==> config.mk <==
export PLATFORM = sky130hd
export DESIGN_NAME = ysyx_25040111_csru
export DESIGN_NICKNAME = d
export VERILOG_FILES = /design/src/rtl/ysyx_25040111_csr_pkg.sv /design/src/rtl/ysyx_25040111_cnt64.sv /design/src/rtl/ysyx_25040111_csru.sv
export SDC_FILE = /design/constraint.sdc
export NUM_CORES = 1
export LEC_CHECK = 0
export ABC_AREA = 1
export CAP_MARGIN = 20
export CORE_ASPECT_RATIO = 0.75
export CORE_UTILIZATION = 45
export CTS_BUF_LIST = sky130_fd_sc_hd__clkbuf_8 sky130_fd_sc_hd__clkbuf_16
export CTS_CLUSTER_SIZE = 40
export DETAILED_ROUTE_END_ITERATION = 10
export HOLD_SLACK_MARGIN = 0.06
export PLACE_DENSITY = 0.68
export SLEW_MARGIN = 25
export SYNTH_ARGS = -nofsm -noshare
export SYNTH_HDL_FRONTEND = slang
export SYNTH_SLANG_ARGS = --single-unit
==> constraint.sdc <==
create_clock -name clk -period 8.8 [get_ports clk]
set_input_delay 1.76 -clock clk [delete_from_list [all_inputs] [get_ports clk]]
set_output_delay 1.76 -clock clk [all_outputs]
set_load 0.005 [all_outputs]
==> src/rtl/ysyx_25040111_csr_pkg.sv <==
// ---------------------------------------------------------------------------
// ysyx_25040111_csr_pkg
// Shared definitions for the machine-mode CSR unit: CSR addresses, the
// csr_op encoding and mstatus bit positions.
// ---------------------------------------------------------------------------
package ysyx_25040111_csr_pkg;

   typedef enum logic [1:0] {
      CSR_OP_NONE = 2'b00,
      CSR_OP_RW   = 2'b01,
      CSR_OP_RS   = 2'b10,
      CSR_OP_RC   = 2'b11
   } csr_op_e;

   localparam logic [11:0] ADDR_MSTATUS   = 12'h300;
   localparam logic [11:0] ADDR_MTVEC     = 12'h305;
   localparam logic [11:0] ADDR_MSCRATCH  = 12'h340;
   localparam logic [11:0] ADDR_MEPC      = 12'h341;
   localparam logic [11:0] ADDR_MCAUSE    = 12'h342;
   localparam logic [11:0] ADDR_MCYCLE    = 12'hB00;
   localparam logic [11:0] ADDR_MINSTRET  = 12'hB02;
   localparam logic [11:0] ADDR_MCYCLEH   = 12'hB80;
   localparam logic [11:0] ADDR_MINSTRETH = 12'hB82;
   localparam logic [11:0] ADDR_MVENDORID = 12'hF11;
   localparam logic [11:0] ADDR_MARCHID   = 12'hF12;
   localparam logic [11:0] ADDR_MIMPID    = 12'hF13;
   localparam logic [11:0] ADDR_MHARTID   = 12'hF14;

   localparam int MSTATUS_MIE    = 3;
   localparam int MSTATUS_MPIE   = 7;
   localparam int MSTATUS_MPP_LO = 11;
   localparam int MSTATUS_MPP_HI = 12;

endpackage

==> src/rtl/ysyx_25040111_cnt64.sv <==
// ---------------------------------------------------------------------------
// ysyx_25040111_cnt64
// 64-bit free-running event counter with independently writable halves.
//   clk    : clock, rising edge
//   reset  : asynchronous active-high reset, clears the count
//   inc    : add one this cycle
//   wr_lo  : replace count[31:0] with wdata
//   wr_hi  : replace count[63:32] with wdata
//   wdata  : write data for either half
//   count  : current 64-bit value
// A write to either half suppresses the increment for that cycle; the
// half not being written keeps its value.
// ---------------------------------------------------------------------------
module ysyx_25040111_cnt64 (
   input  logic        clk,
   input  logic        reset,
   input  logic        inc,
   input  logic        wr_lo,
   input  logic        wr_hi,
   input  logic [31:0] wdata,
   output logic [63:0] count
);

   logic [31:0] lo;
   logic [31:0] hi;
   logic        step;
   logic [32:0] lo_sum;

   always_comb begin
      step   = inc & ~wr_lo & ~wr_hi;
      lo_sum = {1'b0, lo} + 33'd1;
   end

   always_ff @(posedge clk or posedge reset) begin
      if (reset) begin
         lo <= '0;
         hi <= '0;
      end else begin
         if (wr_lo)
            lo <= wdata;
         else if (step)
            lo <= lo_sum[31:0];
         // low-half overflow carries into the high half on the same edge
         if (wr_hi)
            hi <= wdata;
         else if (step)
            hi <= hi + {31'd0, lo_sum[32]};
      end
   end

   assign count = {hi, lo};

endmodule

==> src/rtl/ysyx_25040111_csru.sv <==
// ---------------------------------------------------------------------------
// ysyx_25040111_csru
// Machine-mode CSR unit: CSR read/modify/write, trap entry, mret and the
// mcycle/minstret counters.
//   clk, reset   : clock (rising edge), asynchronous active-high reset
//   csr_op       : 00 none, 01 RW, 10 RS, 11 RC
//   csr_addr     : CSR address
//   csr_src      : operand for write/set/clear
//   csr_rdata    : pre-edge value of the addressed CSR (0 if illegal)
//   csr_illegal  : unknown address, or effective write to read-only CSR
//   trap_valid   : trap entry (trap_cause, trap_pc)
//   mret         : trap return
//   retire       : one instruction retired this cycle
//   redirect_pc  : mtvec on trap, mepc on mret, else 0
//   mie          : mstatus.MIE
// ---------------------------------------------------------------------------
module ysyx_25040111_csru
   import ysyx_25040111_csr_pkg::*;
#(
   parameter int              XLEN         = 32,
   parameter logic [XLEN-1:0] MVENDORID    = 32'h79737978,
   parameter logic [XLEN-1:0] MARCHID      = 32'd25040111,
   parameter int              HAS_COUNTERS = 1
) (
   input  logic            clk,
   input  logic            reset,
   input  logic [1:0]      csr_op,
   input  logic [11:0]     csr_addr,
   input  logic [XLEN-1:0] csr_src,
   output logic [XLEN-1:0] csr_rdata,
   output logic            csr_illegal,
   input  logic            trap_valid,
   input  logic [XLEN-1:0] trap_cause,
   input  logic [XLEN-1:0] trap_pc,
   input  logic            mret,
   input  logic            retire,
   output logic [XLEN-1:0] redirect_pc,
   output logic            mie
);

   csr_op_e op;

   logic            mie_q;
   logic            mpie_q;
   logic [XLEN-1:0] mtvec_q;
   logic [XLEN-1:0] mscratch_q;
   logic [XLEN-1:0] mepc_q;
   logic [XLEN-1:0] mcause_q;
   logic [63:0]     mcycle;
   logic [63:0]     minstret;

   logic [XLEN-1:0] mstatus_val;
   logic [XLEN-1:0] old_val;
   logic [XLEN-1:0] new_val;
   logic            known;
   logic            read_only;
   logic            wr_req;
   logic            we;

   assign op = csr_op_e'(csr_op);

   // Only MIE/MPIE are stored; MPP reads as machine mode.
   always_comb begin
      mstatus_val = '0;
      mstatus_val[MSTATUS_MIE]                   = mie_q;
      mstatus_val[MSTATUS_MPIE]                  = mpie_q;
      mstatus_val[MSTATUS_MPP_HI:MSTATUS_MPP_LO] = 2'b11;
   end

   always_comb begin
      known     = 1'b1;
      read_only = 1'b0;
      old_val   = '0;
      case (csr_addr)
         ADDR_MSTATUS:   old_val = mstatus_val;
         ADDR_MTVEC:     old_val = mtvec_q;
         ADDR_MSCRATCH:  old_val = mscratch_q;
         ADDR_MEPC:      old_val = mepc_q;
         ADDR_MCAUSE:    old_val = mcause_q;
         ADDR_MCYCLE: begin
            known   = (HAS_COUNTERS != 0);
            old_val = XLEN'(mcycle[31:0]);
         end
         ADDR_MCYCLEH: begin
            known   = (HAS_COUNTERS != 0);
            old_val = XLEN'(mcycle[63:32]);
         end
         ADDR_MINSTRET: begin
            known   = (HAS_COUNTERS != 0);
            old_val = XLEN'(minstret[31:0]);
         end
         ADDR_MINSTRETH: begin
            known   = (HAS_COUNTERS != 0);
            old_val = XLEN'(minstret[63:32]);
         end
         ADDR_MVENDORID: begin
            read_only = 1'b1;
            old_val   = MVENDORID;
         end
         ADDR_MARCHID: begin
            read_only = 1'b1;
            old_val   = MARCHID;
         end
         ADDR_MIMPID,
         ADDR_MHARTID:   read_only = 1'b1;
         default:        known = 1'b0;
      endcase
   end

   // RS/RC with a zero operand are pure reads and never write.
   always_comb begin
      wr_req = (op == CSR_OP_RW) ||
               (((op == CSR_OP_RS) || (op == CSR_OP_RC)) && (csr_src != '0));
      case (op)
         CSR_OP_RW: new_val = csr_src;
         CSR_OP_RS: new_val = old_val | csr_src;
         CSR_OP_RC: new_val = old_val & ~csr_src;
         default:   new_val = old_val;
      endcase
      csr_illegal = ~known | (read_only & wr_req);
      csr_rdata   = csr_illegal ? '0 : old_val;
      we          = wr_req & ~csr_illegal;
   end

   always_comb begin
      if (trap_valid)
         redirect_pc = mtvec_q;
      else if (mret)
         redirect_pc = mepc_q;
      else
         redirect_pc = '0;
   end

   assign mie = mie_q;

   // Trap entry overrides mret, which overrides a software write to mstatus.
   always_ff @(posedge clk or posedge reset) begin
      if (reset) begin
         mie_q  <= 1'b0;
         mpie_q <= 1'b0;
      end else if (trap_valid) begin
         mpie_q <= mie_q;
         mie_q  <= 1'b0;
      end else if (mret) begin
         mie_q  <= mpie_q;
         mpie_q <= 1'b1;
      end else if (we && csr_addr == ADDR_MSTATUS) begin
         mie_q  <= new_val[MSTATUS_MIE];
         mpie_q <= new_val[MSTATUS_MPIE];
      end
   end

   // mepc/mcause are owned by trap entry when it coincides with a write.
   always_ff @(posedge clk or posedge reset) begin
      if (reset) begin
         mepc_q   <= '0;
         mcause_q <= '0;
      end else if (trap_valid) begin
         mepc_q   <= {trap_pc[XLEN-1:2], 2'b00};
         mcause_q <= trap_cause;
      end else if (we) begin
         if (csr_addr == ADDR_MEPC)
            mepc_q <= {new_val[XLEN-1:2], 2'b00};
         if (csr_addr == ADDR_MCAUSE)
            mcause_q <= new_val;
      end
   end

   always_ff @(posedge clk or posedge reset) begin
      if (reset) begin
         mtvec_q    <= '0;
         mscratch_q <= '0;
      end else if (we) begin
         if (csr_addr == ADDR_MTVEC)
            mtvec_q <= {new_val[XLEN-1:2], 2'b00};
         if (csr_addr == ADDR_MSCRATCH)
            mscratch_q <= new_val;
      end
   end

   generate
      if (HAS_COUNTERS != 0) begin : g_counters
         ysyx_25040111_cnt64 u_mcycle (
            .clk   (clk),
            .reset (reset),
            .inc   (1'b1),
            .wr_lo (we && csr_addr == ADDR_MCYCLE),
            .wr_hi (we && csr_addr == ADDR_MCYCLEH),
            .wdata (new_val[31:0]),
            .count (mcycle)
         );
         ysyx_25040111_cnt64 u_minstret (
            .clk   (clk),
            .reset (reset),
            .inc   (retire),
            .wr_lo (we && csr_addr == ADDR_MINSTRET),
            .wr_hi (we && csr_addr == ADDR_MINSTRETH),
            .wdata (new_val[31:0]),
            .count (minstret)
         );
      end else begin : g_no_counters
         assign mcycle   = '0;
         assign minstret = '0;
      end
   endgenerate

endmodule

==> out/metrics.csv, run 1 <==
stage,metric,value,unit
clock_tree,clock tree buffer depth,3,
sta,Max Clock Skew,0.02265,ns
clock_tree,CTS tree,done,
worst_setup_path,Critical Path End Type,output pin,
worst_setup_path,worst-path maximum fanout,27,
global_route,global-route wire length before repair,132800,um
global_route,gr ovfl total,0,
placement,DP HPWL,68170,um
sta,Final min period,7.181,ns
synth,"Top FF cell, synth",dfrtp_1,
synth,Commonest cells post-synth,"nand2_1, nand3_1, inv_1, dfrtp_1, nor2_1",
flow_run,Max Cap Violations,0,
synth,synthesis-stage register bit count,254,
synth,Post-synth EDFFs,0,
worst_setup_path,CP peak stage delay,0.61,ns
worst_setup_path,WP data arrival,5.42,ns
routing,final WL,91590,um
global_route,GRT Util Overall,43.08,%
routing,DR WL/cell,24.62,um
sta,final setup fails,0,
cells_and_area,Final Net Count,3290,
worst_setup_path,cell class contributing the biggest share of worst-path delay,buffers and inverters,
routing,ANT nets after route,0,
die,row cnt,64,
global_route,largest net degree at the start of global routing,137,
synth,Synth Instances,3063,
routing,1st-pass router iterations,6,
sta,unrepaired setup endpoints after global routing,false,
routing,Vias/cell,5.894,
clock_tree,"Reg clk slew, reported paths",0.06,ns
run_status,status,"complete, no violations",
global_route,vias in the first global route,19890,
clock_tree,CTS Root Cell,clkbuf_16,
die,die width,237.1,um
clock_tree,clk_lat worst skew,0.58,ns
clock_tree,CTS buffer count,29,
routing,DRC,0,
synth,share of the synthesized area in the top cell type,34.08,%
worst_setup_path,Bufs and invs on worst path,4,
sta,TNS Setup,0,ns
die,Die Y,178.3,um
global_route,initial antenna violation count,0,
worst_setup_path,most frequent CP cell,nand2_1,
worst_hold_path,path type of the worst min-delay path,flip-flop to flip-flop,
clock_tree,CTS sink cnt,254,
synth,"FFs w/ async S/R, synth",100.0,%
synth,leading area contributor after synthesis,dfrtp_1,
sta,final hold slack,0.4819,ns
die,initial core utilization,45.67,%
pwr,LEAKAGE,10.75,nW
sta,worst-margin pin slew,1.089,ns
worst_setup_path,Required @ worst endpoint,7.04,ns
placement,GPL Wtd Cong,1.036,
cells_and_area,share of cells above drive strength 1,4.231,%
sta,Hold Fails Final Rpt,0,
synth,Yosys Warn Count,0,
clock_tree,hold-fix buffer count after cts,0,
worst_setup_path,critical path class,input port to output pin,
cells_and_area,Area growth syn-to-layout,17.31,%
synth,"Seq/Total Area, Yosys",34.08,%
pwr,Power Density,133.0,nW/um^2
synth,cell with the most instances after synthesis,nand2_1,
die,full die area,42270,sq um
sta,Max-Slew Margin vs Limit,27.11,%
die,I/O pin count,181,
worst_setup_path,CP Launch Type,input port,
synth,synth top area cells,"dfrtp_1, nand2_1, nand3_1, inv_1, o21ai_0",
die,total core area,40840,sq um
sta,Final Slew Violations,0,
synth,Mean Syn Cell Area,6.089,sq um
synth,Synth cell types,40,
sta,final worst-path cycle share,81.60,%
routing,total number of vias,21930,
placement,I/O Buffers,176,
worst_setup_path,Worst path slowest cell,clkdlybuf4s50_1,
clock_tree,H-tree levels,1,
cells_and_area,Filler cells,4147,
routing,drt initial violations,3087,
clock_tree,post-CTS sizing,0,
sta,highest clock rate,139.3,MHz
worst_setup_path,crit-path cells,clkdlybuf4s50_1 -> nor2_1 -> nand2_1 -> inv_2 -> nand2_1 -> nand2_1 -> nor2_1 -> nand3_2 -> o31ai_4 -> buf_4 -> a31oi_1 -> clkdlybuf4s50_1,
pwr,VDD IR max,0.1323,mV
synth,Post-Syn Area,18650,sq um
clock_tree,Post CTS Setup Buffer Count,0,
## routing by layer
layer / wire length (um) / global-route usage, % / up-vias / part of all wire (%)
li1: - / - / 9988 / -
met1: 36890 / 58.55 / 10310 / 40
met2: 37890 / 63.16 / 1415 / 41
met3: 12220 / 13.28 / 210 / 13
met4: 4443 / 17.77 / 2 / 4.9
met5: 146 / 2.564 / - / 0.16
## kinds of logic after synthesis
logic type      share of synthesized area (%)
xor+xnor                                3.099
compound gates                          7.205
flops                                   34.08
simple gates                            46.28
buf+inv                                 8.915
other cells                           0.02011
fa+ha+maj                              0.4025
## area by class of cell
cell class	count	area (sq um)	share of cell area, %
clock inverter	21	235.2	1.075
inverter	288	1089	4.975
timing repair buffer	211	2039	9.321
sequential	254	6356	29.05
tap	528	660.6	3.019
clock buffer	32	767.0	3.505
antenna	1	2.502	0.01144
multi-input combinational	2385	10730	49.04
## sequential cells by signal, indices dropped and copies added, names as in the netlist
name,flops
g_counters.u_minstret.hi,32
mcause_q,32
mtvec_q,30
mscratch_q,32
g_counters.u_mcycle.lo,32
mie,1
g_counters.u_mcycle.hi,32
g_counters.u_minstret.lo,32
mpie_q,1
mepc_q,30
## power breakdown
group	switching, W	internal [W]	leakage [nW]
clock	0.000552	0.000771	0.519
sequential	0.0000394	0.00120	3.07
combinational	0.000228	0.000117	7.16
total	0.000819	0.00209	10.7
## tightest hold or removal path: stages, from the launching register on
cell     delay (ns)
dfrtp_1        0.34
nand2_1        0.05
nand3_1        0.05
## worst paths after layout
check	from	end	slack, ns	cells past startpoint
setup reg to reg	g_counters.u_mcycle.lo[1]	g_counters.u_mcycle.hi[16]	3.83	21
setup / recovery	csr_addr[3]	csr_rdata[10]	1.62	12
hold reg to reg	mcause_q[1]	mcause_q[1]	0.48	2
hold / removal	mcause_q[1]	mcause_q[1]	0.48	2
max in group asynchronous	reset	mscratch_q[7]	5.74	3
min in group asynchronous	reset	mcause_q[0]	1.74	2
## cell usage in the layout (no fill, tap or decap), types with 29 or more instances in the layout
cell | Yosys | routed
nand2_1 | 1263 | 1262
nand3_1 | 336 | 336
inv_1 | 280 | 284
dfrtp_1 | 254 | 254
nor2_1 | 246 | 241
o21ai_0 | 189 | 189
clkdlybuf4s50_1 | 0 | 175
nand4_1 | 82 | 82
nor3_1 | 53 | 53
xor2_1 | 51 | 51
a21oi_1 | 42 | 39
buf_4 | 5 | 33
clkbuf_16 | 0 | 29
## stage by stage
stage | worst slack, ns | cell area [sq um] | utilization, % | total power, W | cells
after floorplan | 0.05496 | 18660 | - | 0.001415 | 3064
after global placement | 1.841 | 20840 | 51.03 | 0.001588 | 3665
after detailed placement | 1.781 | 20870 | 51.11 | 0.001593 | 3666
after CTS | 1.765 | 21870 | 53.56 | 0.002892 | 3719
after global routing | 1.616 | 21880 | 53.57 | 0.002973 | 3719
final | 1.619 | 21880 | 53.58 | 0.002911 | 3720
No activity file was read; power rests on OpenSTA's default activity.
==> inputs of run 2 (changes only) <==
Settings changed: PLACE_DENSITY 0.68 to 0.65.
Clock period 8.8 ns to 6.8 ns, I/O delays scaled along.
==> out/metrics.csv, run 2 (synthesized netlist as in run 1, its figures left out) <==
stage,metric,value,unit
placement,Place WS,0.8890,ns
routing,DRC,0,
clock_tree,hold-fix buffer count after cts,0,
run_status,status,"complete, no violations",
placement,dpl cell area,21000,sq um
cells_and_area,"commonest non-fill, non-tap cells in the layout","nand2_1, nand3_1, inv_1",
clock_tree,CTS tree,done,
sta,Hold Fails Final Rpt,0,
clock_tree,CTS sink cnt,254,
global_route,vias in the first global route,20320,
sta,final worst-path cycle share,89.17,%
sta,highest clock rate,164.9,MHz
worst_setup_path,Worst path slowest cell,o21ai_0,
sta,TNS Setup,0,ns
routing,1st-pass router iterations,8,
sta,Max Clock Skew,0.02159,ns
sta,unrepaired setup endpoints after global routing,false,
sta,Final Slew Violations,0,
clock_tree,"Reg clk slew, reported paths",0.06,ns
sta,Max-Slew Margin vs Limit,25.43,%
global_route,largest net degree at the start of global routing,147,
worst_setup_path,CP Launch Type,input port,
clock_tree,post-CTS sizing,0,
pwr,Power Density,173.5,nW/um^2
die,I/O pin count,181,
die,full die area,42270,sq um
placement,I/O Buffers,176,
placement,GPL Wtd Cong,1.033,
die,initial core utilization,45.67,%
pwr,VDD IR max,0.1907,mV
worst_setup_path,worst-path maximum fanout,16,
placement,placed cell count,3683,
global_route,gr ovfl total,0,
worst_setup_path,Required @ worst endpoint,5.44,ns
routing,drt initial violations,3271,
die,row cnt,64,
sta,worst-margin pin slew,1.103,ns
routing,final WL,91960,um
placement,DP HPWL,69300,um
cells_and_area,fin area,22050,sq um
global_route,GRT Util Overall,43.16,%
worst_setup_path,CP peak stage delay,0.71,ns
cells_and_area,final non-filler cell total,3738,
cells_and_area,Final Net Count,3307,
global_route,initial antenna violation count,2,
sta,final setup fails,0,
routing,ANT nets after route,0,
cells_and_area,share of cells above drive strength 1,4.737,%
worst_setup_path,crit-path cells,clkdlybuf4s50_1 -> inv_1 -> nand2_1 -> nor2_1 -> nand3_2 -> o21ai_0 -> nand3b_1 -> inv_1 -> nor2_1 -> clkdlybuf4s50_1,
sta,Setup WS post-layout,0.7362,ns
clock_tree,CTS buffer count,29,
worst_setup_path,cell class contributing the biggest share of worst-path delay,simple AND/OR/NAND/NOR gates,
global_route,global-route wire length before repair,133300,um
clock_tree,H-tree levels,1,
routing,DR WL/cell,24.60,um
worst_setup_path,Bufs and invs on worst path,4,
flow_run,Max Cap Violations,0,
clock_tree,clock tree buffer depth,3,
cells_and_area,"most common cell after layout, fill and taps aside",nand2_1,
clock_tree,clk_lat worst skew,0.59,ns
worst_hold_path,path type of the worst min-delay path,flip-flop to flip-flop,
worst_setup_path,critical path class,input port to output pin,
routing,total number of vias,22290,
routing,Vias/cell,5.963,
die,total core area,40840,sq um
die,die width,237.1,um
die,Die Y,178.3,um
cells_and_area,Area growth syn-to-layout,18.21,%
worst_setup_path,Critical Path End Type,output pin,
clock_tree,Post CTS Setup Buffer Count,0,
clock_tree,CTS Root Cell,clkbuf_16,
worst_setup_path,WP data arrival,4.70,ns
pwr,LEAKAGE,10.84,nW
sta,Final min period,6.064,ns
pwr,Pwr Total,0.003825,W
## run 2: cell types whose count changed in the layout (fill, tap and decap cells not counted), sizes merged
cell and delta:
clkinv -5, inv +1, buf +17, bufinv +1
clkinvlp +4
## run 2: routing by layer
layer	share of wire (%)	GRT usage [%]	vias up
met5	0.014	0	-
met1	40	58.97	10390
met4	5.0	17.85	2
met3	13	11.22	281
met2	42	64.78	1608
li1	-	-	10010
## run 2: per-stage QoR
stage               util, %  hold WS (ns)
global route          53.98        0.5092
global placement      51.31        0.4641
finish                53.99        0.4853
floorplan                 -        0.4521
CTS                   53.97        0.4852
detailed placement    51.41        0.4694
## run 2: where the power goes
| group | total, W | internal [W] | switching (W) |
|---|---|---|---|
| logic | 0.000450 | 0.000157 | 0.000293 |
| clock network | 0.00176 | 0.00104 | 0.000722 |
| registers | 0.00161 | 0.00156 | 0.0000521 |
## run 2: final timing paths
path                                            from                         end  slack (ns)  cells past startpoint
min in group asynchronous                      reset  g_counters.u_mcycle.lo[27]        1.21                      2
setup / recovery                         csr_addr[5]                csr_rdata[4]        0.74                     10
hold / removal                           mcause_q[1]                 mcause_q[1]        0.49                      2
setup reg to reg           g_counters.u_mcycle.lo[1]  g_counters.u_mcycle.hi[16]        1.93                     21
max in group asynchronous                      reset                   mepc_q[5]        4.30                      3
hold reg to reg                          mcause_q[1]                 mcause_q[1]        0.49                      2
## run 2: final cells by class
class | instances | area [sq um]
multi-input cells | 2385 | 10700
repair buffers | 228 | 2200
inverters | 288 | 1085
well taps | 528 | 660.6
flip-flops and latches | 254 | 6356
clock inverters | 22 | 280.3
fillers | 4119 | 18790
clock buffers | 32 | 767.0
diodes | 1 | 2.502
## run 2: tightest hold or removal path, delay by kind of cell, from the launching register on
family        cells  cell delay (ns)
simple gates      2             0.11
flops             1             0.34
